--- src/rtl/s3g_pkg.sv ---
// Shared constants and types for the S3G serial framing blocks.
package s3g_pkg;

  localparam logic [7:0] START_BYTE = 8'hD5;
  localparam logic [7:0] CRC_POLY   = 8'h8C;

  typedef enum logic [1:0] {
    ST_IDLE    = 2'd0,
    ST_LEN     = 2'd1,
    ST_PAYLOAD = 2'd2,
    ST_CRC     = 2'd3
  } s3g_state_e;

  localparam logic [2:0] ERR_NONE    = 3'd0;
  localparam logic [2:0] ERR_CRC     = 3'd1;
  localparam logic [2:0] ERR_LEN     = 3'd2;
  localparam logic [2:0] ERR_TIMEOUT = 3'd3;
  localparam logic [2:0] ERR_OVERRUN = 3'd4;

endpackage

--- src/rtl/s3g_crc8.sv ---
// Combinational one-byte update of the reflected CRC8 (Maxim/iButton).
module s3g_crc8
  import s3g_pkg::*;
(
  input  logic [7:0] crc_in,
  input  logic [7:0] data,
  output logic [7:0] crc_out
);

  logic [7:0] c;

  always_comb begin
    c = crc_in ^ data;
    for (int b = 0; b < 8; b++) begin
      c = c[0] ? ((c >> 1) ^ CRC_POLY) : (c >> 1);
    end
    crc_out = c;
  end

endmodule

--- src/rtl/s3g_rx_ext.sv ---
// S3G packet receiver: frames D5/len/payload/crc byte streams from a UART
// into a single-entry output buffer with error reporting and statistics.
//
// state   | meaning
// IDLE    | hunting for START_BYTE, other bytes dropped
// LEN     | next byte is the payload length
// PAYLOAD | capturing payload bytes, CRC accumulating
// CRC     | next byte is the CRC; decides publish / discard
module s3g_rx_ext
  import s3g_pkg::*;
#(
  parameter int MAX_PAYLOAD    = 32,
  parameter int TIMEOUT_CYCLES = 100000,
  parameter int CNT_W          = 16
) (
  input  logic                     clk,
  input  logic                     rst,
  input  logic [7:0]               rx_data,
  input  logic                     rx_done,
  input  logic                     buf_ack,
  output logic                     packet_done,
  output logic                     packet_error,
  output logic [2:0]               error_code,
  output logic [7:0]               payload_len,
  output logic                     buffer_valid,
  output logic [MAX_PAYLOAD*8-1:0] buf_data,
  output logic                     busy,
  output logic [CNT_W-1:0]         good_count,
  output logic [CNT_W-1:0]         err_count
);

  localparam int               BUF_W    = MAX_PAYLOAD * 8;
  localparam int               TMR_W    = $clog2(TIMEOUT_CYCLES);
  localparam logic [TMR_W-1:0] TMR_LOAD = TMR_W'(TIMEOUT_CYCLES - 1);
  localparam logic [7:0]       MAX_LEN  = 8'(MAX_PAYLOAD);

  s3g_state_e       state_q;
  logic [7:0]       len_q;
  logic [7:0]       idx_q;
  logic [7:0]       crc_q;
  logic [BUF_W-1:0] cap_q;
  logic [TMR_W-1:0] tmr_q;
  logic             packet_done_q;
  logic             packet_error_q;
  logic [2:0]       error_code_q;
  logic [7:0]       payload_len_q;
  logic             buffer_valid_q;
  logic [BUF_W-1:0] buf_data_q;
  logic [CNT_W-1:0] good_q;
  logic [CNT_W-1:0] err_q;

  logic [7:0] crc_next;
  logic       fail_ev;
  logic [2:0] fail_code;
  logic       publish_ev;

  s3g_crc8 u_crc8 (
    .crc_in  (crc_q),
    .data    (rx_data),
    .crc_out (crc_next)
  );

  // Packet outcome decode; the timer only matters on cycles without a byte.
  always_comb begin
    fail_ev    = 1'b0;
    fail_code  = ERR_NONE;
    publish_ev = 1'b0;
    if (rx_done) begin
      if (state_q == ST_LEN && rx_data > MAX_LEN) begin
        fail_ev   = 1'b1;
        fail_code = ERR_LEN;
      end else if (state_q == ST_CRC) begin
        if (rx_data != crc_q) begin
          fail_ev   = 1'b1;
          fail_code = ERR_CRC;
        end else if (buffer_valid_q && !buf_ack) begin
          fail_ev   = 1'b1;
          fail_code = ERR_OVERRUN;
        end else begin
          publish_ev = 1'b1;
        end
      end
    end else if (state_q != ST_IDLE && tmr_q == '0) begin
      fail_ev   = 1'b1;
      fail_code = ERR_TIMEOUT;
    end
  end

  always_ff @(posedge clk or negedge rst) begin
    if (!rst) begin
      state_q        <= ST_IDLE;
      len_q          <= '0;
      idx_q          <= '0;
      crc_q          <= '0;
      cap_q          <= '0;
      tmr_q          <= '0;
      packet_done_q  <= 1'b0;
      packet_error_q <= 1'b0;
      error_code_q   <= ERR_NONE;
      payload_len_q  <= '0;
      buffer_valid_q <= 1'b0;
      buf_data_q     <= '0;
      good_q         <= '0;
      err_q          <= '0;
    end else begin
      packet_done_q  <= 1'b0;
      packet_error_q <= 1'b0;

      if (buf_ack) buffer_valid_q <= 1'b0;

      if (state_q == ST_IDLE || rx_done) tmr_q <= TMR_LOAD;
      else if (tmr_q != '0)              tmr_q <= tmr_q - TMR_W'(1);

      if (rx_done) begin
        unique case (state_q)
          ST_IDLE: begin
            if (rx_data == START_BYTE) state_q <= ST_LEN;
          end
          ST_LEN: begin
            len_q <= rx_data;
            idx_q <= '0;
            crc_q <= '0;
            cap_q <= '0;
            if (rx_data == 8'd0)        state_q <= ST_CRC;
            else if (rx_data > MAX_LEN) state_q <= ST_IDLE;
            else                        state_q <= ST_PAYLOAD;
          end
          ST_PAYLOAD: begin
            for (int i = 0; i < MAX_PAYLOAD; i++) begin
              if (idx_q == 8'(i)) cap_q[i*8 +: 8] <= rx_data;
            end
            crc_q <= crc_next;
            idx_q <= idx_q + 8'd1;
            if (idx_q == len_q - 8'd1) state_q <= ST_CRC;
          end
          ST_CRC: begin
            state_q <= ST_IDLE;
          end
          default: state_q <= ST_IDLE;
        endcase
      end else if (fail_ev) begin
        state_q <= ST_IDLE;
      end

      if (fail_ev) begin
        packet_error_q <= 1'b1;
        error_code_q   <= fail_code;
        if (err_q != '1) err_q <= err_q + CNT_W'(1);
      end

      // A coincident ack already cleared the old entry above; publish overrides it.
      if (publish_ev) begin
        packet_done_q  <= 1'b1;
        error_code_q   <= ERR_NONE;
        buffer_valid_q <= 1'b1;
        buf_data_q     <= cap_q;
        payload_len_q  <= len_q;
        if (good_q != '1) good_q <= good_q + CNT_W'(1);
      end
    end
  end

  assign packet_done  = packet_done_q;
  assign packet_error = packet_error_q;
  assign error_code   = error_code_q;
  assign payload_len  = payload_len_q;
  assign buffer_valid = buffer_valid_q;
  assign buf_data     = buf_data_q;
  assign busy         = (state_q != ST_IDLE);
  assign good_count   = good_q;
  assign err_count    = err_q;

endmodule

--- config.mk ---
export PLATFORM = sky130hd
export DESIGN_NAME = s3g_rx_ext
export DESIGN_NICKNAME = d
export VERILOG_FILES = /design/src/rtl/s3g_pkg.sv /design/src/rtl/s3g_crc8.sv /design/src/rtl/s3g_rx_ext.sv
export SDC_FILE = /design/constraint.sdc
export NUM_CORES = 1
export LEC_CHECK = 0
export BUFFER_PORTS_ARGS = -buffer_cell sky130_fd_sc_hd__buf_2
export CAP_MARGIN = 20
export CORE_AREA = 2 2 208 210
export DETAILED_ROUTE_END_ITERATION = 8
export DIE_AREA = 0 0 210 212
export PLACE_DENSITY = 0.79
export SLEW_MARGIN = 20
export SYNTH_ARGS = -nofsm -noshare
export SYNTH_HDL_FRONTEND = slang
export SYNTH_HIERARCHICAL = 1
export SYNTH_SLANG_ARGS = --single-unit
--- constraint.sdc ---
create_clock -name clk -period 2.9 [get_ports clk]
set_input_delay 0.435 -clock clk [delete_from_list [all_inputs] [get_ports clk]]
set_output_delay 0.435 -clock clk [all_outputs]
set_load 0.02 [all_outputs]
Word level (Yosys, flattened, before mapping)
Cells that the tools add are included.
- flip-flop bits (word level): 601
- word-level logic and storage cells: 261
- output and inout bits: 303
- mux-type cells: 75
- reduce and logical (&&, ||, !) cells: 53
- $lt $le $gt $ge: 1
- bitwise gates (word level): 9
- eq/ne operators: 73
- add/subtract/negate cells: 5
- operator list (kind ; number):
    256-bit one-hot mux with 2 select lines ; 1
    8-bit two-way mux ; 40
    8-bit by 5-bit == test with 1-bit output (second input constant) ; 16
    3-bit AND reduction ; 33
    8-bit by 4-bit == test with 1-bit output (second input constant) ; 8
    2-bit inequality test (second input constant) ; 32
    17-bit two-way mux ; 2
    16-bit by 1-bit adder with 16-bit output (second input constant) ; 2
    8-bit by 3-bit == test with 1-bit output (second input constant) ; 4
    16-bit inequality test (second input constant) ; 2
    8-bit one-hot mux with 2 select lines ; 2
    2-bit inverter with 3-bit output ; 8
    3-bit two-way mux ; 7
    17-bit logical NOT ; 1
    17-bit nonzero test ; 1
    17-bit by 1-bit subtractor with 17-bit output (second input constant) ; 1
    8-bit by 2-bit == test with 1-bit output (second input constant) ; 2
    8-bit logical NOT ; 2
    1-bit two-way mux ; 15
    2-bit two-way mux ; 7
    2-bit nonzero test ; 6
    8-bit by 1-bit adder with 8-bit output (second input constant) ; 1
    8-bit by 1-bit == test with 1-bit output (second input constant) ; 1
    8-bit == test ; 1
    other kinds (15) ; 21

Logic depth before layout (Yosys ltp)
Gate-level depths: netlist of the first run.
- depth in word-level cells: 18
- depth in mapped cells: 10
- mapped depth without buffers: 8

Hierarchy
The synthesis of the first run kept the hierarchy.
- modules (own cells, without submodules) (module ; instances ; cells an instance ; area an instance (um^2)):
    s3g_rx_ext ; 1 ; 2202 ; 24020.5
    s3g_crc8 ; 1 ; 19 ; 215.2

Worst setup path after synthesis of the first run
Ideal clock, no wire load.
- path type: register to register
- start point: register tmr_q[6]
- end point: register tmr_q[3]
- library setup time: 139 ps
- path buffers: 1
- stages on the path, launching flop included: 8
- path slack: 657 ps
- arrival time: 2104 ps
- clock period less this slack: 2243 ps
- data required time: 2761 ps
- path through: dfrtp_1 > or4_1 > buf_2 > or4b_4 > nor3_4 > or4_1 > xor2_1 > nand2_1
- cells in the longest elaborated chain, start to end: 2
- RTL lines (item ; line ; source):
    from (decl) ; s3g_rx_ext.sv:42 ; logic [TMR_W-1:0] tmr_q;
    from (signal assigned) ; s3g_rx_ext.sv:112 ; else if (tmr_q != '0) tmr_q <= tmr_q - TMR_W'(1);
    17-bit nonzero test ; s3g_rx_ext.sv:112 ;
    2-bit nonzero test (no source line) ; n/a ;
No other way between the ends.
A chain may end at the register's enable or synchronous reset.

Worst setup path after layout of the first run
- start point: register state_q[1]
- end point: register buf_data_q[108] (netlist: buf_data[108])
- cells in the longest elaborated chain, start to end: 4
- elaborated cells between the ends (all ways): 6
- classes of those cells: eq/ne (2); mux (3); reduce/logical (1)
- RTL lines (item ; line ; source):
    from (decl) ; s3g_rx_ext.sv:37 ; s3g_state_e state_q;
    from (signal assigned) ; s3g_rx_ext.sv:91 ; state_q <= ST_IDLE;
    from (signal assigned) ; s3g_rx_ext.sv:117 ; if (rx_data == START_BYTE) state_q <= ST_LEN;
    from (signal assigned) ; s3g_rx_ext.sv:124 ; if (rx_data == 8'd0) state_q <= ST_CRC;
    2-bit == test or 2-bit by 1-bit == test with 1-bit output (tied branches) ; s3g_rx_ext.sv:72, s3g_rx_ext.sv:69 ;
    1-bit two-way mux or 1-bit logical AND (tied branches) ; s3g_rx_ext.sv:72, s3g_rx_ext.sv:69 ;
    1-bit two-way mux (*) ; s3g_rx_ext.sv:69 ; if (state_q == ST_LEN && rx_data > MAX_LEN) begin
    1-bit two-way mux (*) ; s3g_rx_ext.sv:68 ; if (rx_done) begin
    to (signal assigned) ; s3g_rx_ext.sv:156 ; buf_data_q <= cap_q;
    to (decl) ; s3g_rx_ext.sv:48 ; logic [BUF_W-1:0] buf_data_q;
Mark *: on every way between the ends. The rest lies on a longest branch, timed or not.

==> results of run 1 <==
timing repair:
action,4_1_cts,5_1_grt
hold endpoints to repair,46,0
hold buffers,1,0
endpoints found under the setup margin,0,0
buffers inserted,0,0
path summary, 6_finish.rpt:
check	from	end	slack, ns	depth (start not counted)
worst max-delay path	state_q[1]	buf_data[108]	0.35	7
worst min-delay path	rx_data[4]	len_q[4]	0.19	2
worst max register to register	state_q[1]	buf_data[108]	0.35	7
worst min register to register	cap_q[33]	buf_data[33]	0.46	2
max in group asynchronous	rst	buf_data[187]	1.49	4
min in group asynchronous	rst	cap_q[144]	0.38	2
metal layers:
metal	global-route usage (%)	vias to the layer above
met5	0	-
met4	10.83	0
met3	4.136	124
met2	44.46	463
met1	37.53	8828
li1	-	7848
report_power, final:
group / switching, mW / total (mW) / internal [mW]
Sequential: 0.492 / 9.54 / 9.04
Clock: 3.20 / 7.91 / 4.71
Combinational: 2.01 / 3.53 / 1.52
Total: 5.70 / 21.0 / 15.3
logic make-up after synthesis:
logic type               count (synthesis)
AO/OA/AOI/OAI                          104
XOR/XNOR                                75
adder cells (fa/ha/maj)                 13
buffers and inverters                  126
flip-flops                             601
multiplexers                           257
AND/OR/NAND/NOR                       1045
cell type report:
class	count	area share, %
multi-input cells	1494	30.35
flip-flops and latches	601	52.30
well taps	546	2.376
clock buffers	81	5.804
inverters	17	0.2480
clock inverters	23	1.153
repair buffers	369	7.771
state kept, by name, indices dropped and copies added, names as in the netlist:
register,count
buf_data,256
cap_q,256
tmr_q,17
err_count,16
good_count,16
crc_q,8
idx_q,8
len_q,8
payload_len,8
error_code,3
state_q,2
buffer_valid,1
packet_done,1
packet_error,1
layout by cell type, fill, tap and decap left out, types with 12 or more instances in the layout:
master / n
sky130_fd_sc_hd__xnor2_1: 51
sky130_fd_sc_hd__clkbuf_16: 59
sky130_fd_sc_hd__a21oi_2: 21
sky130_fd_sc_hd__nand2_1: 894
sky130_fd_sc_hd__buf_2: 313
sky130_fd_sc_hd__nor3_1: 22
sky130_fd_sc_hd__nor2_1: 27
sky130_fd_sc_hd__a21oi_1: 16
sky130_fd_sc_hd__nand3_1: 28
sky130_fd_sc_hd__buf_12: 19
sky130_fd_sc_hd__xor2_1: 20
sky130_fd_sc_hd__mux2_2: 252
sky130_fd_sc_hd__buf_4: 35
sky130_fd_sc_hd__inv_1: 16
sky130_fd_sc_hd__o21ai_0: 39
sky130_fd_sc_hd__ha_1: 12
sky130_fd_sc_hd__dfrtp_1: 601
through the flow:
stage                     worst slack, ns  power (mW)  util [%]  hold slack, ns
after CTS                          0.4090       21.13     67.65          0.1463
after global placement             0.4278       13.07     62.92          0.4130
after floorplan                    0.6566       11.93         -          0.1394
after global routing               0.1812       21.78     67.65          0.1764
final                              0.3474       20.97     67.65          0.1922
after detailed placement           0.3761       13.22     62.92          0.4098
worst max-delay path: stages, from the launching register on:
cell and delay [ns]:
sky130_fd_sc_hd__dfrtp_1 0.44, sky130_fd_sc_hd__inv_1 0.12, sky130_fd_sc_hd__ha_1 0.29, sky130_fd_sc_hd__a21bo_2 0.29
sky130_fd_sc_hd__nand3_4 0.15, sky130_fd_sc_hd__buf_12 0.49, sky130_fd_sc_hd__nand2_1 0.19, sky130_fd_sc_hd__nand2_1 0.14
==> impl_table.tex, run 1 <==
\begin{tabular}{lr}
\hline
Metric & Value \\
\hline
\multicolumn{2}{l}{\textbf{Status}} \\
Result of the run & completed \\
\multicolumn{2}{l}{\textbf{Layout}} \\
Register area & 0.01504 mm\^{}2 \\
Multi-input combinational cell area & between 0.008 and 0.009 mm\^{}2 \\
Filler Cells Inserted & about 3100 \\
Share of final-layout standard cells stronger than drive strength 1 & roughly 29\% \\
Post-layout instance area & between 0.02 and 0.03 mm\^{}2 \\
NumNets Final & 2567 \\
Count of placed standard cells in the final layout, fillers left out & $\sim$3100 \\
Antenna diode count & 0 \\
Area growth from synthesis to final layout & 18.65\% \\
\multicolumn{2}{l}{\textbf{Synth}} \\
Sequential share of the synthesized area & 62.05\% \\
Ranking of synthesized cells by area & sky130\_fd\_sc\_hd\_\_dfrtp\_1 (62\%), sky130\_fd\_sc\_hd\_\_nand2\_1 (14\%), sky130\_fd\_sc\_hd\_\_mux2\_2 (12\%) \\
Library cell with the highest instance count after synthesis & sky130\_fd\_sc\_hd\_\_nand2\_1 \\
Most used standard cells in the synthesized netlist & sky130\_fd\_sc\_hd\_\_nand2\_1 (894), sky130\_fd\_sc\_hd\_\_dfrtp\_1 (601), sky130\_fd\_sc\_hd\_\_mux2\_2 (252), sky130\_fd\_sc\_hd\_\_clkbuf\_1 (72), sky130\_fd\_sc\_hd\_\_xnor2\_1 (51) \\
Ys async rst share & 100.0\% \\
Dominant synthesized flop cell & sky130\_fd\_sc\_hd\_\_dfrtp\_1 \\
Mean area per synthesized cell & roughly 11 um\^{}2 \\
Synth top area share & 62.05\% \\
Post-synthesis adder-cell area fraction & 0.6711\% \\
Synth warnings & 6 \\
Multiplexer fraction of the synthesized cell area & a little under an eighth \\
Number of unique standard cell types used by synthesis & slightly above 60 \\
Number of flops mapped to enable cells by yosys & 0 \\
Summed instance area of the synthesized netlist & around 0.024 mm\^{}2 \\
Synth Area in Compound Gates & 2.881\% \\
Net Count, Synth & around 2200 \\
Post-synthesis instance total & $\sim$2200 \\
Yosys reg bits & 601 \\
Synthesized-area fraction occupied by and/or/nand/nor cells & between 15 and 20\% \\
Post-synthesis xor/xnor area fraction & 2.912\% \\
Combinational family with the most area after synthesis & simple AND/OR/NAND/NOR gates \\
Post-synth top area cell & sky130\_fd\_sc\_hd\_\_dfrtp\_1 \\
\multicolumn{2}{l}{\textbf{Setup path}} \\
Worst endpoint data arrival time & between 3 and 4 ns \\
Worst EP required & about 3.4 ns \\
Endpoint kind of the worst setup timing path & register \\
Startpoint class of the critical path & register \\
Worst-path fanout max & 195 \\
Type of the worst setup path & register to register \\
\multicolumn{2}{l}{\textbf{Power and ir drop}} \\
Static leakage & 15.84 nW \\
Power density over the cells & approximately 730 mW/mm\^{}2 \\
Highest ir drop seen on vdd & roughly 580 uV \\
\multicolumn{2}{l}{\textbf{Routing}} \\
DRT met1 WL & 26.05 mm \\
Sum of met3 wire segment lengths after detailed routing & around 2.9 mm \\
Total DRC errors in the routed layout & 0 \\
Post-route ant nets & 0 \\
Total length of routed wires & 59.97 mm \\
Met2 routed WL & 28.97 mm \\
Via count & roughly 17000 \\
Routed length per instance & around 19 um \\
DR pass1 iterations & 7 \\
Highest metal layer with signal wires & met4 \\
Mean number of vias per cell & between 5 and 6 \\
Number of violations reported at the end of detailed-routing iteration 0 & $\sim$1400 \\
\multicolumn{2}{l}{\textbf{Global routing}} \\
Total congestion overflow after global routing & 0 \\
Antenna violations before repair & 0 \\
First-pass GRT wire length & roughly 96 mm \\
Global-route usage over all layers & between 20\% and 30\% \\
Vias in the first global route & between 15000 and 20000 \\
Maximum number of pins on one net before global-route repair & $\sim$200 \\
\multicolumn{2}{l}{\textbf{Placement}} \\
Standard cell area after detailed placement & approximately 0.027 mm\^{}2 \\
Inst Count DP & 3026 \\
Input/output buffers & between 300 and 400 \\
Detailed placement HPWL & roughly 39 mm \\
Final RePlAce weighted congestion & about 0.84 \\
\multicolumn{2}{l}{\textbf{Die}} \\
Number of placement rows & 76 \\
Total die area & 0.04452 mm\^{}2 \\
Initial cell density of the core & a little under three fifths \\
Number of top-level design ports & 315 \\
Height of the die & 212 um \\
Floorplan die width & about 210 um \\
Area of the placeable core & roughly 0.043 mm\^{}2 \\
\multicolumn{2}{l}{\textbf{Clock tree}} \\
PostCTS Resize Cnt & 0 \\
CTS clk-pin slew, worst paths & $\sim$0.060 ns \\
Number of CTS-inserted buffers & a little under 60 \\
Number of sinks handled by clock tree synthesis & 601 \\
Buffer cell driving the clock tree root & sky130\_fd\_sc\_hd\_\_clkbuf\_16 \\
Clock Latency Late Sink & about 0.61 ns \\
TritonCTS clock tree & built \\
Worst-case clock buffer depth & 3 \\
CTS H-Tree Depth & 2 \\
\multicolumn{2}{l}{\textbf{Worst hold path}} \\
Hold crit path type & input port to register \\
\multicolumn{2}{l}{\textbf{STA}} \\
Post-route clock period utilization & between 80\% and 90\% \\
Highest achievable clock rate & slightly below 0.4 GHz \\
Setup TNS & 0 ns \\
Count of final max-slew check failures & 0 \\
Clock Skews & approximately 0.0097 ns \\
Worst Tran Pin Value & $\sim$1.1 ns \\
Post-layout min period & about 2.6 ns \\
Number of endpoints failing setup at the final stage & 0 \\
Final count of hold timing violations & 0 \\
RSZ-0062 raised after global routing & no \\
Max-Slew Margin vs Limit & approximately 28\% \\
\multicolumn{2}{l}{\textbf{Job}} \\
Max-Cap Viols & 0 \\
\hline
\end{tabular}
Note: power is estimated with default switching activity, not from simulation.
==> run 2: changes to the inputs <==
--- a/config.mk
+++ b/config.mk
@@ -8,6 +8,7 @@
 export BUFFER_PORTS_ARGS = -buffer_cell sky130_fd_sc_hd__buf_2
 export CAP_MARGIN = 20
 export CORE_AREA = 2 2 208 210
+export CTS_BUF_LIST = sky130_fd_sc_hd__clkbuf_4 sky130_fd_sc_hd__clkbuf_8
 export DETAILED_ROUTE_END_ITERATION = 8
 export DIE_AREA = 0 0 210 212
 export PLACE_DENSITY = 0.79
==> run 2 against run 1 <==
Routed wire length fell by 0.97%. Count of clock-buffer cells in the layout rose by 72. Die area did not move. Critical endpoint is now err_count[9]. Hold slack got worse by 0.069 ns. Cell area barely moved.
==> impl_table.tex, run 2 (synthesis gave the netlist of run 1 again) <==
\begin{tabular}{lr}
\hline
Metric & Value \\
\hline
\multicolumn{2}{l}{\textbf{Layout}} \\
Most frequent standard cell in the layout excluding fill and tap cells & sky130\_fd\_sc\_hd\_\_nand2\_1 \\
Share of final-layout standard cells stronger than drive strength 1 & a little under a third \\
Register area & between 0.015 and 0.02 mm\^{}2 \\
Post-layout instance area & between 0.02 and 0.03 mm\^{}2 \\
Antenna diode count & 0 \\
Area growth from synthesis to final layout & 18.63\% \\
Most frequent cells in the layout & sky130\_fd\_sc\_hd\_\_nand2\_1 (894), sky130\_fd\_sc\_hd\_\_dfrtp\_1 (601), sky130\_fd\_sc\_hd\_\_buf\_2 (313) \\
Filler Cells Inserted & 3120 \\
Final core utilization & between 60\% and 70\% \\
Multi-input combinational cell area & a little under 0.009 mm\^{}2 \\
NumNets Final & 2600 \\
\multicolumn{2}{l}{\textbf{STA}} \\
RSZ-0062 raised after global routing & no \\
Max-Slew Margin vs Limit & a little over a third \\
Worst-case hold slack & around 0.12 ns \\
Worst Tran Pin Value & approximately 0.98 ns \\
Highest achievable clock rate & between 0.3 and 0.4 GHz \\
Post-layout min period & roughly 2.5 ns \\
Post-route clock period utilization & between 80 and 90\% \\
Count of final max-slew check failures & 0 \\
Number of endpoints failing setup at the final stage & 0 \\
Setup TNS & 0 ns \\
Clock Skews & between 0.03 and 0.04 ns \\
Final count of hold timing violations & 0 \\
\multicolumn{2}{l}{\textbf{Power and ir drop}} \\
Highest ir drop seen on vdd & about 430 uV \\
Power density over the cells & between 700 and 800 mW/mm\^{}2 \\
Static leakage & approximately 16 nW \\
Total Power & 20.44 mW \\
\multicolumn{2}{l}{\textbf{Setup path}} \\
R2r setup slk & between 0.3 and 0.4 ns \\
Endpoint kind of the worst setup timing path & register \\
Worst endpoint data arrival time & between 3 and 4 ns \\
Startpoint class of the critical path & register \\
Worst EP required & $\sim$3.4 ns \\
Reg2Reg Depth & 7 \\
Start of the worst register-to-register path & tmr\_q[6] \\
Type of the worst setup path & register to register \\
Worst-path fanout max & 10 \\
Terminus of the critical flop-to-flop path & err\_count[9] \\
\multicolumn{2}{l}{\textbf{Global routing}} \\
Antenna violations before repair & 0 \\
First-pass GRT wire length & around 95 mm \\
Total congestion overflow after global routing & 0 \\
Vias in the first global route & around 18000 \\
Global Route met3 Usage & 4.830\% \\
GRT Max-Usage Layer & met2 \\
Global routing met1 resource utilization & $\sim$37\% \\
Global-route usage over all layers & approximately 27\% \\
Maximum number of pins on one net before global-route repair & 196 \\
Met2 layer usage reported by global route & between 40\% and 50\% \\
\multicolumn{2}{l}{\textbf{Routing}} \\
DR pass1 iterations & 6 \\
Mean number of vias per cell & between 5 and 6 \\
Total length of routed wires & around 59 mm \\
Post-route ant nets & 0 \\
Total DRC errors in the routed layout & 0 \\
Number of violations reported at the end of detailed-routing iteration 0 & approximately 1400 \\
Routed length per instance & between 15 and 20 um \\
Via count & about 17000 \\
\multicolumn{2}{l}{\textbf{Clock tree}} \\
Clock Latency Late Sink & between 0.6 and 0.7 ns \\
CTS clk-pin slew, worst paths & roughly 0.060 ns \\
CTS H-Tree Depth & 3 \\
Number of sinks handled by clock tree synthesis & between 600 and 700 \\
Worst-case clock buffer depth & 3 \\
Post-CTS setup repair buffer count & 0 \\
TritonCTS clock tree & built \\
Number of CTS-inserted buffers & between 90 and 100 \\
Buffer cell driving the clock tree root & sky130\_fd\_sc\_hd\_\_clkbuf\_8 \\
\multicolumn{2}{l}{\textbf{Die}} \\
Total die area & around 0.045 mm\^{}2 \\
Number of top-level design ports & $\sim$320 \\
Initial cell density of the core & between 50\% and 60\% \\
Area of the placeable core & between 0.04 and 0.05 mm\^{}2 \\
Floorplan die width & $\sim$210 um \\
Number of placement rows & 76 \\
Height of the die & roughly 210 um \\
\multicolumn{2}{l}{\textbf{Worst hold path}} \\
Hold crit path type & input port to register \\
Number of stages on the worst hold path & 2 \\
Hold-critical path endpoint & len\_q[4] \\
Hold path startpoint & rx\_data[4] \\
\multicolumn{2}{l}{\textbf{Placement}} \\
Detailed placement HPWL & slightly below 40 mm \\
Standard cell area after detailed placement & 0.02675 mm\^{}2 \\
Input/output buffers & approximately 310 \\
Final RePlAce weighted congestion & $\sim$0.84 \\
\multicolumn{2}{l}{\textbf{Status}} \\
Result of the run & completed \\
\multicolumn{2}{l}{\textbf{Job}} \\
Max-Cap Viols & 0 \\
\hline
\end{tabular}
-- run 2: stage by stage --
step | worst slack, ns | std cells
6_report | 0.3859 | 3195
5_1_grt | 0.1860 | 3195
4_1_cts | 0.3891 | 3195
3_5_place_dp | 0.3761 | 3026
3_3_place_gp | 0.4278 | 3026
2_1_floorplan | 0.6566 | 2221
-- run 2: area by class of cell --
class                           count  share of cell area [%]
Clock inverter                     15                  0.3090
Sequential cell                   601                   52.31
Inverter                           17                  0.2481
Tap cell                          546                   2.376
Clock buffer                      153                   6.628
Timing Repair Buffer              369                   7.773
Multi-Input combinational cell   1494                   30.36
-- run 2: report_power, final --
group | switching, mW | internal [mW]
combinational | 2.00 | 1.52
clock | 3.25 | 4.14
sequential | 0.484 | 9.05
total | 5.74 | 14.7
-- run 2: repair_timing --
item                      CTS  global route
gates resized for setup     0             0
hold endpoints to repair   46             0
hold buffers                1             0
-- run 2: worst max-delay path: stages, from the launching register on --
cell and delay [ns]:
sky130_fd_sc_hd__dfrtp_1 0.43, sky130_fd_sc_hd__or4_1 0.66, sky130_fd_sc_hd__nor4b_2 0.30, sky130_fd_sc_hd__nand3_1 0.22, sky130_fd_sc_hd__nand3_2 0.24, sky130_fd_sc_hd__buf_4 0.20
sky130_fd_sc_hd__nand4_1 0.14, sky130_fd_sc_hd__xnor2_1 0.18
-- run 2: per-layer routing --
layer,up-vias,routed length (um)
met5,-,0
li1,7932,-
met2,512,28450
met4,0,1670
met3,100,2968
met1,8815,26300
-- run 2: worst max-delay path by stage --
stage	slack (ns)	start	end
2_1_floorplan	0.66	tmr_q[6]	tmr_q[3]
3_5_place_dp	0.38	rx_data[4]	buf_data[127]
6_report	0.39	tmr_q[6]	err_count[9]
3_3_place_gp	0.43	rx_data[4]	buf_data[120]
4_1_cts	0.39	tmr_q[6]	err_count[9]
5_1_grt	0.19	idx_q[6]	cap_q[11]
